File: config.mk
export PLATFORM = sky130hd
export DESIGN_NAME = mul_pipe
export DESIGN_NICKNAME = d
export VERILOG_FILES = /design/src/rtl/mul_pipe_pkg.sv /design/src/rtl/mul_pipe_fifo.sv /design/src/rtl/mul_pipe.sv
export SDC_FILE = /design/constraint.sdc
export NUM_CORES = 1
export LEC_CHECK = 0
export CAP_MARGIN = 25
export CELL_PAD_IN_SITES_DETAIL_PLACEMENT = 1
export CELL_PAD_IN_SITES_GLOBAL_PLACEMENT = 2
export CORE_MARGIN = 2
export CORE_UTILIZATION = 44
export DETAILED_ROUTE_END_ITERATION = 10
export PLACE_DENSITY = 0.95
export REMOVE_ABC_BUFFERS = 1
export SYNTH_ARGS = -nofsm -noshare
export SYNTH_HDL_FRONTEND = slang
export SYNTH_SLANG_ARGS = --single-unit
File: constraint.sdc
create_clock -name clk -period 8 [get_ports clk]
set_input_delay 1.6 -clock clk [delete_from_list [all_inputs] [get_ports clk]]
set_output_delay 1.6 -clock clk [all_outputs]
set_load 0.02 [all_outputs]
File: src/rtl/mul_pipe_pkg.sv
// mul_pipe shared state encoding and product-fitting constants.
// Define MUL_PIPE_SATURATE_EN to clamp products instead of truncating.
package mul_pipe_pkg;

  typedef enum logic [1:0] {
    IDLE  = 2'd0,
    RUN   = 2'd1,
    DRAIN = 2'd2
  } state_t;

`ifdef MUL_PIPE_SATURATE_EN
  localparam bit SAT_EN = 1'b1;
`else
  localparam bit SAT_EN = 1'b0;
`endif

  // Two guard bits keep unsigned operands positive inside a signed multiply.
  localparam int PROD_GUARD = 2;

  function automatic int prod_width(input int dw);
    return 2 * dw + PROD_GUARD;
  endfunction

endpackage

File: src/rtl/mul_pipe_fifo.sv
// Activation group FIFO with show-ahead read data and full/almost-full flags.
module mul_pipe_fifo #(
  parameter int DATA_WIDTH = 8,
  parameter int NUM_SLOTS  = 4
) (
  input  logic                  clk,
  input  logic                  rst,
  input  logic                  wr_en,
  input  logic [DATA_WIDTH-1:0] wr_data,
  input  logic                  rd_en,
  output logic [DATA_WIDTH-1:0] rd_data,
  output logic                  empty,
  output logic                  full,
  output logic                  almost_full
);
  localparam int AW = (NUM_SLOTS > 1) ? $clog2(NUM_SLOTS) : 1;
  localparam logic [AW-1:0] LAST = AW'(NUM_SLOTS - 1);

  logic [DATA_WIDTH-1:0] mem [NUM_SLOTS];
  logic [AW-1:0] wr_ptr, rd_ptr;
  logic [AW:0] count;
  logic push, pop;

  assign push = wr_en && !full;
  assign pop = rd_en && !empty;
  assign empty = (count == '0);
  assign full = (count == (AW+1)'(NUM_SLOTS));
  assign almost_full = (count == (AW+1)'(NUM_SLOTS - 1));
  assign rd_data = mem[rd_ptr];

  always_ff @(posedge clk) begin
    if (push) mem[wr_ptr] <= wr_data;
  end

  always_ff @(posedge clk or negedge rst) begin
    if (!rst) begin
      wr_ptr <= '0;
      rd_ptr <= '0;
      count <= '0;
    end else begin
      if (push) wr_ptr <= (wr_ptr == LAST) ? '0 : wr_ptr + AW'(1);
      if (pop) rd_ptr <= (rd_ptr == LAST) ? '0 : rd_ptr + AW'(1);
      count <= count + (AW+1)'(push) - (AW+1)'(pop);
    end
  end

endmodule

File: src/rtl/mul_pipe.sv
// Grouped activation x weight multiplier, two-stage pipeline, IDLE/RUN/DRAIN.
// MUL_PIPE_SATURATE_EN (see mul_pipe_pkg) selects clamped products.
module mul_pipe
  import mul_pipe_pkg::*;
#(
  parameter int GROUP_SIZE             = 4,
  parameter int DATA_WIDTH             = 8,
  parameter int OUT_WIDTH              = 16,
  parameter int SIGNED_MODE            = 0,
  parameter int LOG_MAX_ITERS          = 16,
  parameter int LOG_MAX_READS_PER_ITER = 16,
  parameter int FIFO_LOG_SLOTS         = 2
) (
  input  logic                                clk,
  input  logic                                rst,
  input  logic                                configure,
  input  logic [LOG_MAX_ITERS-1:0]            num_iters,
  input  logic [LOG_MAX_READS_PER_ITER-1:0]   num_reads_per_iter,
  output logic                                busy,
  output logic                                done,
  input  logic [GROUP_SIZE*DATA_WIDTH-1:0]    act_data_in,
  input  logic                                act_valid_in,
  output logic                                act_avail_out,
  input  logic [DATA_WIDTH-1:0]               weight_data_in,
  input  logic                                weight_valid_in,
  output logic                                weight_avail_out,
  output logic [GROUP_SIZE*OUT_WIDTH-1:0]     data_out,
  output logic                                valid_out,
  input  logic                                avail_in
);
  localparam int PW = prod_width(DATA_WIDTH);
  localparam int GW = GROUP_SIZE * DATA_WIDTH;
  localparam int OW = GROUP_SIZE * OUT_WIDTH;
  localparam logic [LOG_MAX_ITERS-1:0] I_ONE = LOG_MAX_ITERS'(1);
  localparam logic [LOG_MAX_READS_PER_ITER-1:0] R_ONE =
    LOG_MAX_READS_PER_ITER'(1);
  localparam logic signed [PW-1:0] P_ONE = PW'(1);
  localparam logic signed [PW-1:0] S_MAX = (P_ONE <<< (OUT_WIDTH - 1)) - P_ONE;
  localparam logic signed [PW-1:0] S_MIN = -(P_ONE <<< (OUT_WIDTH - 1));
  localparam logic signed [PW-1:0] U_MAX = (P_ONE <<< OUT_WIDTH) - P_ONE;

  state_t state, state_nx;
  logic fifo_empty, fifo_full, fifo_afull;
  logic [GW-1:0] fifo_data;
  logic [DATA_WIDTH-1:0] act_w, pend_w;
  logic act_v, pend_v;
  logic [LOG_MAX_ITERS-1:0] iter_cnt;
  logic [LOG_MAX_READS_PER_ITER-1:0] read_cnt, reads_cfg;
  logic [OW-1:0] prod, s1_data, out_data;
  logic s1_v, out_v, done_r;
  logic cfg_ok, cfg_zero, out_adv, s1_free, rd, iter_end, last_rd;
  logic drained, promote, w_acc;

  function automatic logic [OUT_WIDTH-1:0] fit(
    input logic [DATA_WIDTH-1:0] a,
    input logic [DATA_WIDTH-1:0] b
  );
    logic sa, sb;
    logic signed [PW-1:0] ea, eb, p;
    logic [OUT_WIDTH-1:0] r;
    sa = (SIGNED_MODE != 0) && a[DATA_WIDTH-1];
    sb = (SIGNED_MODE != 0) && b[DATA_WIDTH-1];
    ea = {{(PW-DATA_WIDTH){sa}}, a};
    eb = {{(PW-DATA_WIDTH){sb}}, b};
    p = ea * eb;
    r = p[OUT_WIDTH-1:0];
    if (SAT_EN) begin
      if (SIGNED_MODE != 0) begin
        if (p > S_MAX) r = S_MAX[OUT_WIDTH-1:0];
        else if (p < S_MIN) r = S_MIN[OUT_WIDTH-1:0];
      end else if (p > U_MAX) begin
        r = '1;
      end
    end
    return r;
  endfunction

  mul_pipe_fifo #(
    .DATA_WIDTH(GW),
    .NUM_SLOTS (2 ** FIFO_LOG_SLOTS)
  ) u_fifo (
    .clk        (clk),
    .rst        (rst),
    .wr_en      (act_valid_in),
    .wr_data    (act_data_in),
    .rd_en      (rd),
    .rd_data    (fifo_data),
    .empty      (fifo_empty),
    .full       (fifo_full),
    .almost_full(fifo_afull)
  );

  assign cfg_ok = (state == IDLE) && configure &&
                  (num_iters != '0) && (num_reads_per_iter != '0);
  assign cfg_zero = (state == IDLE) && configure && !cfg_ok;
  assign out_adv = !out_v || avail_in;
  assign s1_free = !s1_v || out_adv;
  assign rd = (state == RUN) && !fifo_empty && act_v && s1_free;
  assign iter_end = rd && (read_cnt == R_ONE);
  assign last_rd = iter_end && (iter_cnt == I_ONE);
  assign drained = !s1_v && out_adv;
  // Pending slides into active on an empty active slot or iteration end.
  assign promote = pend_v && (!act_v || iter_end);
  assign w_acc = weight_valid_in && !pend_v;

  always_comb begin
    prod = '0;
    for (int i = 0; i < GROUP_SIZE; i++)
      prod[i*OUT_WIDTH +: OUT_WIDTH] =
        fit(fifo_data[i*DATA_WIDTH +: DATA_WIDTH], act_w);
  end

  always_ff @(posedge clk or negedge rst) begin
    if (!rst) state <= IDLE;
    else state <= state_nx;
  end

  always_comb begin
    state_nx = state;
    unique case (state)
      IDLE:    if (cfg_ok) state_nx = RUN;
      RUN:     if (last_rd) state_nx = DRAIN;
      DRAIN:   if (drained) state_nx = IDLE;
      default: state_nx = IDLE;
    endcase
  end

  always_ff @(posedge clk or negedge rst) begin
    if (!rst) begin
      iter_cnt <= '0;
      read_cnt <= '0;
      reads_cfg <= '0;
    end else if (cfg_ok) begin
      iter_cnt <= num_iters;
      read_cnt <= num_reads_per_iter;
      reads_cfg <= num_reads_per_iter;
    end else if (rd) begin
      if (iter_end) begin
        read_cnt <= reads_cfg;
        iter_cnt <= iter_cnt - I_ONE;
      end else begin
        read_cnt <= read_cnt - R_ONE;
      end
    end
  end

  always_ff @(posedge clk or negedge rst) begin
    if (!rst) begin
      act_w <= '0;
      act_v <= 1'b0;
      pend_w <= '0;
      pend_v <= 1'b0;
    end else begin
      if (!act_v || iter_end) begin
        act_v <= pend_v;
        if (pend_v) act_w <= pend_w;
      end
      if (w_acc) begin
        pend_w <= weight_data_in;
        pend_v <= 1'b1;
      end else if (promote) begin
        pend_v <= 1'b0;
      end
    end
  end

  always_ff @(posedge clk or negedge rst) begin
    if (!rst) begin
      s1_data <= '0;
      s1_v <= 1'b0;
      out_data <= '0;
      out_v <= 1'b0;
      done_r <= 1'b0;
    end else begin
      if (rd) begin
        s1_data <= prod;
        s1_v <= 1'b1;
      end else if (out_adv) begin
        s1_v <= 1'b0;
      end
      if (out_adv) begin
        out_v <= s1_v;
        if (s1_v) out_data <= s1_data;
      end
      done_r <= cfg_zero || ((state == DRAIN) && drained);
    end
  end

  assign busy = (state != IDLE);
  assign done = done_r;
  assign act_avail_out = !fifo_afull && !fifo_full;
  assign weight_avail_out = !pend_v;
  assign data_out = out_data;
  assign valid_out = out_v;

endmodule

==> run metrics <==
worst skew pair latency=570 ps; Synth Area in Compound Gates=0.0658; Syn Inst Count=around 2k; worst reg2reg setup slack=roughly 2200 ps; Layout Cells excl Fill=approximately 2.7k; multiplexer share of the synthesized area=0.0751; Ys Warns=0; WL/cell=slightly below 20 µm; final wirelength=54600 µm; router iterations before antenna repair=5; adder-cell share of the synthesized area=0.224; die area=approximately 51000 µm²; maximum clock frequency=172 MHz; CP max FO=21; Flop pwr share=0.417; fin crit period=between 5000 and 6000 ps; Worst Tran Pin Value=~1000 ps; H-Tree Depth=2; Clk pwr share=0.354; Layout area overhead=16.5%; synthesized area=around 22000 µm²; most used standard cell by instance count after synthesis=nand2_1; origin of the worst setup path=u_fifo.rd_ptr[0]; Critical Path End Type=flip-flop; Fin Setup TNS=0 ps; hold wc startpoint=s1_data[0]; outcome=completed; Sink Count=roughly 330; final hold violations=0; Critical R2R Launch=u_fifo.rd_ptr[0]; #FFs+latches synth=between 300 and 400; CP endpoint=s1_data[27]; cell-internal power=approximately 3.6 mW; fin crit share=0.725; M1 GR Usage=0.264; vias post-DR=15.0k; first-pass GRT wire length=89300 µm; PD cells=~210 nW/µm²; skew final=18.1 ps; Post-CTS Resized=0; met3 Track Usage GR=0.0554; CTS Buf Count=40; Total GRT Usage=0.223; Net Sw Power=approximately 1.8 mW; main combinational cell family by area after synthesis=adder cells; Root Driver=clkbuf_16; Hold Crit Class=reg2reg; Post-synth top flop=dfrtp_1; worst path required time=roughly 8400 ps; XOR/XNOR Fraction of Synth Area=0.0166; Longest Clk Path Bufs=3; Post-synth EDFFs=128; share of layout cells above drive strength 1=0.0984; # fillers=between 5k and 6k; core area=a little under 50000 µm²; depth of the worst register-to-register path=15; Boundary Pins=147; share of the synthesized area in the top cell type=0.239; area leader, netlist=dfrtp_1; Setup Buffers After CTS=0; RSZ-0062 raised after global routing=false; GR peak layer=met2; drt first-iter violations=around 770; vias in the first global route=around 17k; GP Congestion=between 0.8 and 0.9; Port Buffers=roughly 150; cts hold-fix bufs=0; switching portion of total power=0.327; critical path class=reg2reg; gr ovfl total=0; maxcap violations=0; Final ANT Viol Nets=0; Comb pwr share=0.229; largest net degree at the start of global routing=just over 80; Critical Path Source Type=flip-flop; reg2reg end=s1_data[27]; Die W=between 200 and 250 µm; Die H=roughly 230 µm; dpl hpwl=38800 µm; initial antenna violation count=19; synth cell count leaders=nand2_1 (254), inv_1 (221), dfrtp_1 (206), and2_1 (198), ha_1 (155); Simple-Gate Fraction of Synth Area=0.150; final core occ=0.517; CP arrival=around 6200 ps; Initial Utilization=0.444; row cnt=roughly 80; clock-pin slew on the worst setup and hold paths=around 60 ps; Max rail drop VDD=about 0.14 mV; Vias/cell=5.45; Cells after DPL=roughly 2.7k; Pleak=11.8 nW; Distinct cells, synth=between 50 and 60; Final Net Count=2461; FFs w/ async S/R, synth=0.617; final setup violation count=0; M2 GR Usage=0.396; TritonCTS clock tree=built; Slew Viols, Final=0; Seq/Total Area, Yosys=0.417; drc violations=0; Synth area leaders=dfrtp_1 (24%), edfxtp_1 (18%), fa_1 (13%); Slew HR=0.316; Synth Area per Inst=about 11 µm²
layout make-up:
cell class / instances / area (µm²) / area share
multi-input cells: 1323 / 11500 / 0.457
well taps: 622 / 778 / 0.0310
clock buffers: 50 / 1090 / 0.0433
repair buffers: 162 / 1650 / 0.0655
diodes: 10 / 25.0 / 0.000995
inverters: 222 / 833 / 0.0331
flip-flops and latches: 334 / 9000 / 0.358
clock inverters: 23 / 284 / 0.0113
cells by family after synthesis:
logic type | after synthesis
adder cells (fa/ha/maj) | 300
flip-flops | 334
AO/OA/AOI/OAI | 227
multiplexers | 112
XOR/XNOR | 41
buffers and inverters | 294
AND/OR/NAND/NOR | 643
cell usage in the layout, fill, tap and decap left out, types with 14 or more instances in the layout:
cell,netlist,routed
o21ai_0,89,89
inv_1,221,221
nand4_1,16,16
clkbuf_16,0,40
dfrtp_1,206,205
nor4_1,14,14
nor2_1,58,58
xor2_1,22,22
ha_1,155,155
fa_1,145,145
and2_1,198,198
xnor2_1,19,19
nand2_1,254,253
o21a_1,16,16
a21oi_1,40,40
nand3_1,23,23
mux2_2,80,80
edfxtp_1,128,128
nor3_1,29,29
clkdlybuf4s50_1,0,145
mux4_2,32,32
power by group through the flow:
| stage | logic, mW | registers [mW] | clock network (mW) |
|---|---|---|---|
| after floorplan | 0.755 | 2.24 | 0 |
| after global placement | 1.17 | 2.24 | 0 |
| after detailed placement | 1.24 | 2.26 | 0 |
| after CTS | 1.24 | 2.24 | 1.95 |
| after global routing | 1.36 | 2.27 | 2.01 |
| final | 1.23 | 2.24 | 1.90 |
layer usage:
metal,wire [µm],vias to the layer above,part of all wire
li1,-,6857,-
met1,21600,7674,0.40
met2,28200,312,0.52
met3,3110,110,0.057
met4,1430,24,0.026
met5,149,-,0.0027
registers in the layout, indices dropped and copies added (netlist names), 2 cells and up:
register       cells
iter_cnt          16
u_fifo.wr_ptr      2
u_fifo.mem       128
state              2
pend_w             8
reads_cfg         16
data_out          64
s1_data           64
u_fifo.count       3
u_fifo.rd_ptr      2
read_cnt          16
act_w              8
worst max-delay path, cell delays in order, from the launching register on:
cell and delay (ps):
dfrtp_2 690, buf_4 470, mux4_2 650, and2_1 220, fa_1 450, fa_1 500, inv_1 70, fa_1 500
fa_1 490, inv_1 40, ha_1 240, o31ai_1 520, a21oi_1 210, nor2_1 270, xor2_1 220, o21ai_0 110
how the worst min path moves through the flow:
stage	slack (ps)	cells after the start	end
final	460	2	s1_data[0]
after CTS	470	2	s1_data[0]
after detailed placement	450	2	s1_data[0]
after global routing	490	2	s1_data[0]
after global placement	450	2	reads_cfg[2]
after floorplan	430	2	s1_data[0]
through the flow:
step                      hold slack [ps]  instance area, µm²  setup WS, ps  power [mW]
after floorplan                       435               21300          1860        2.99
after global placement                454               23700          2330        3.41
after detailed placement              455               23700          2160        3.50
after CTS                             467               25100          2120        5.42
after global routing                  495               25100          1800        5.64
final                                 462               25100          2200        5.36
No activity file was read; power rests on OpenSTA's default activity.
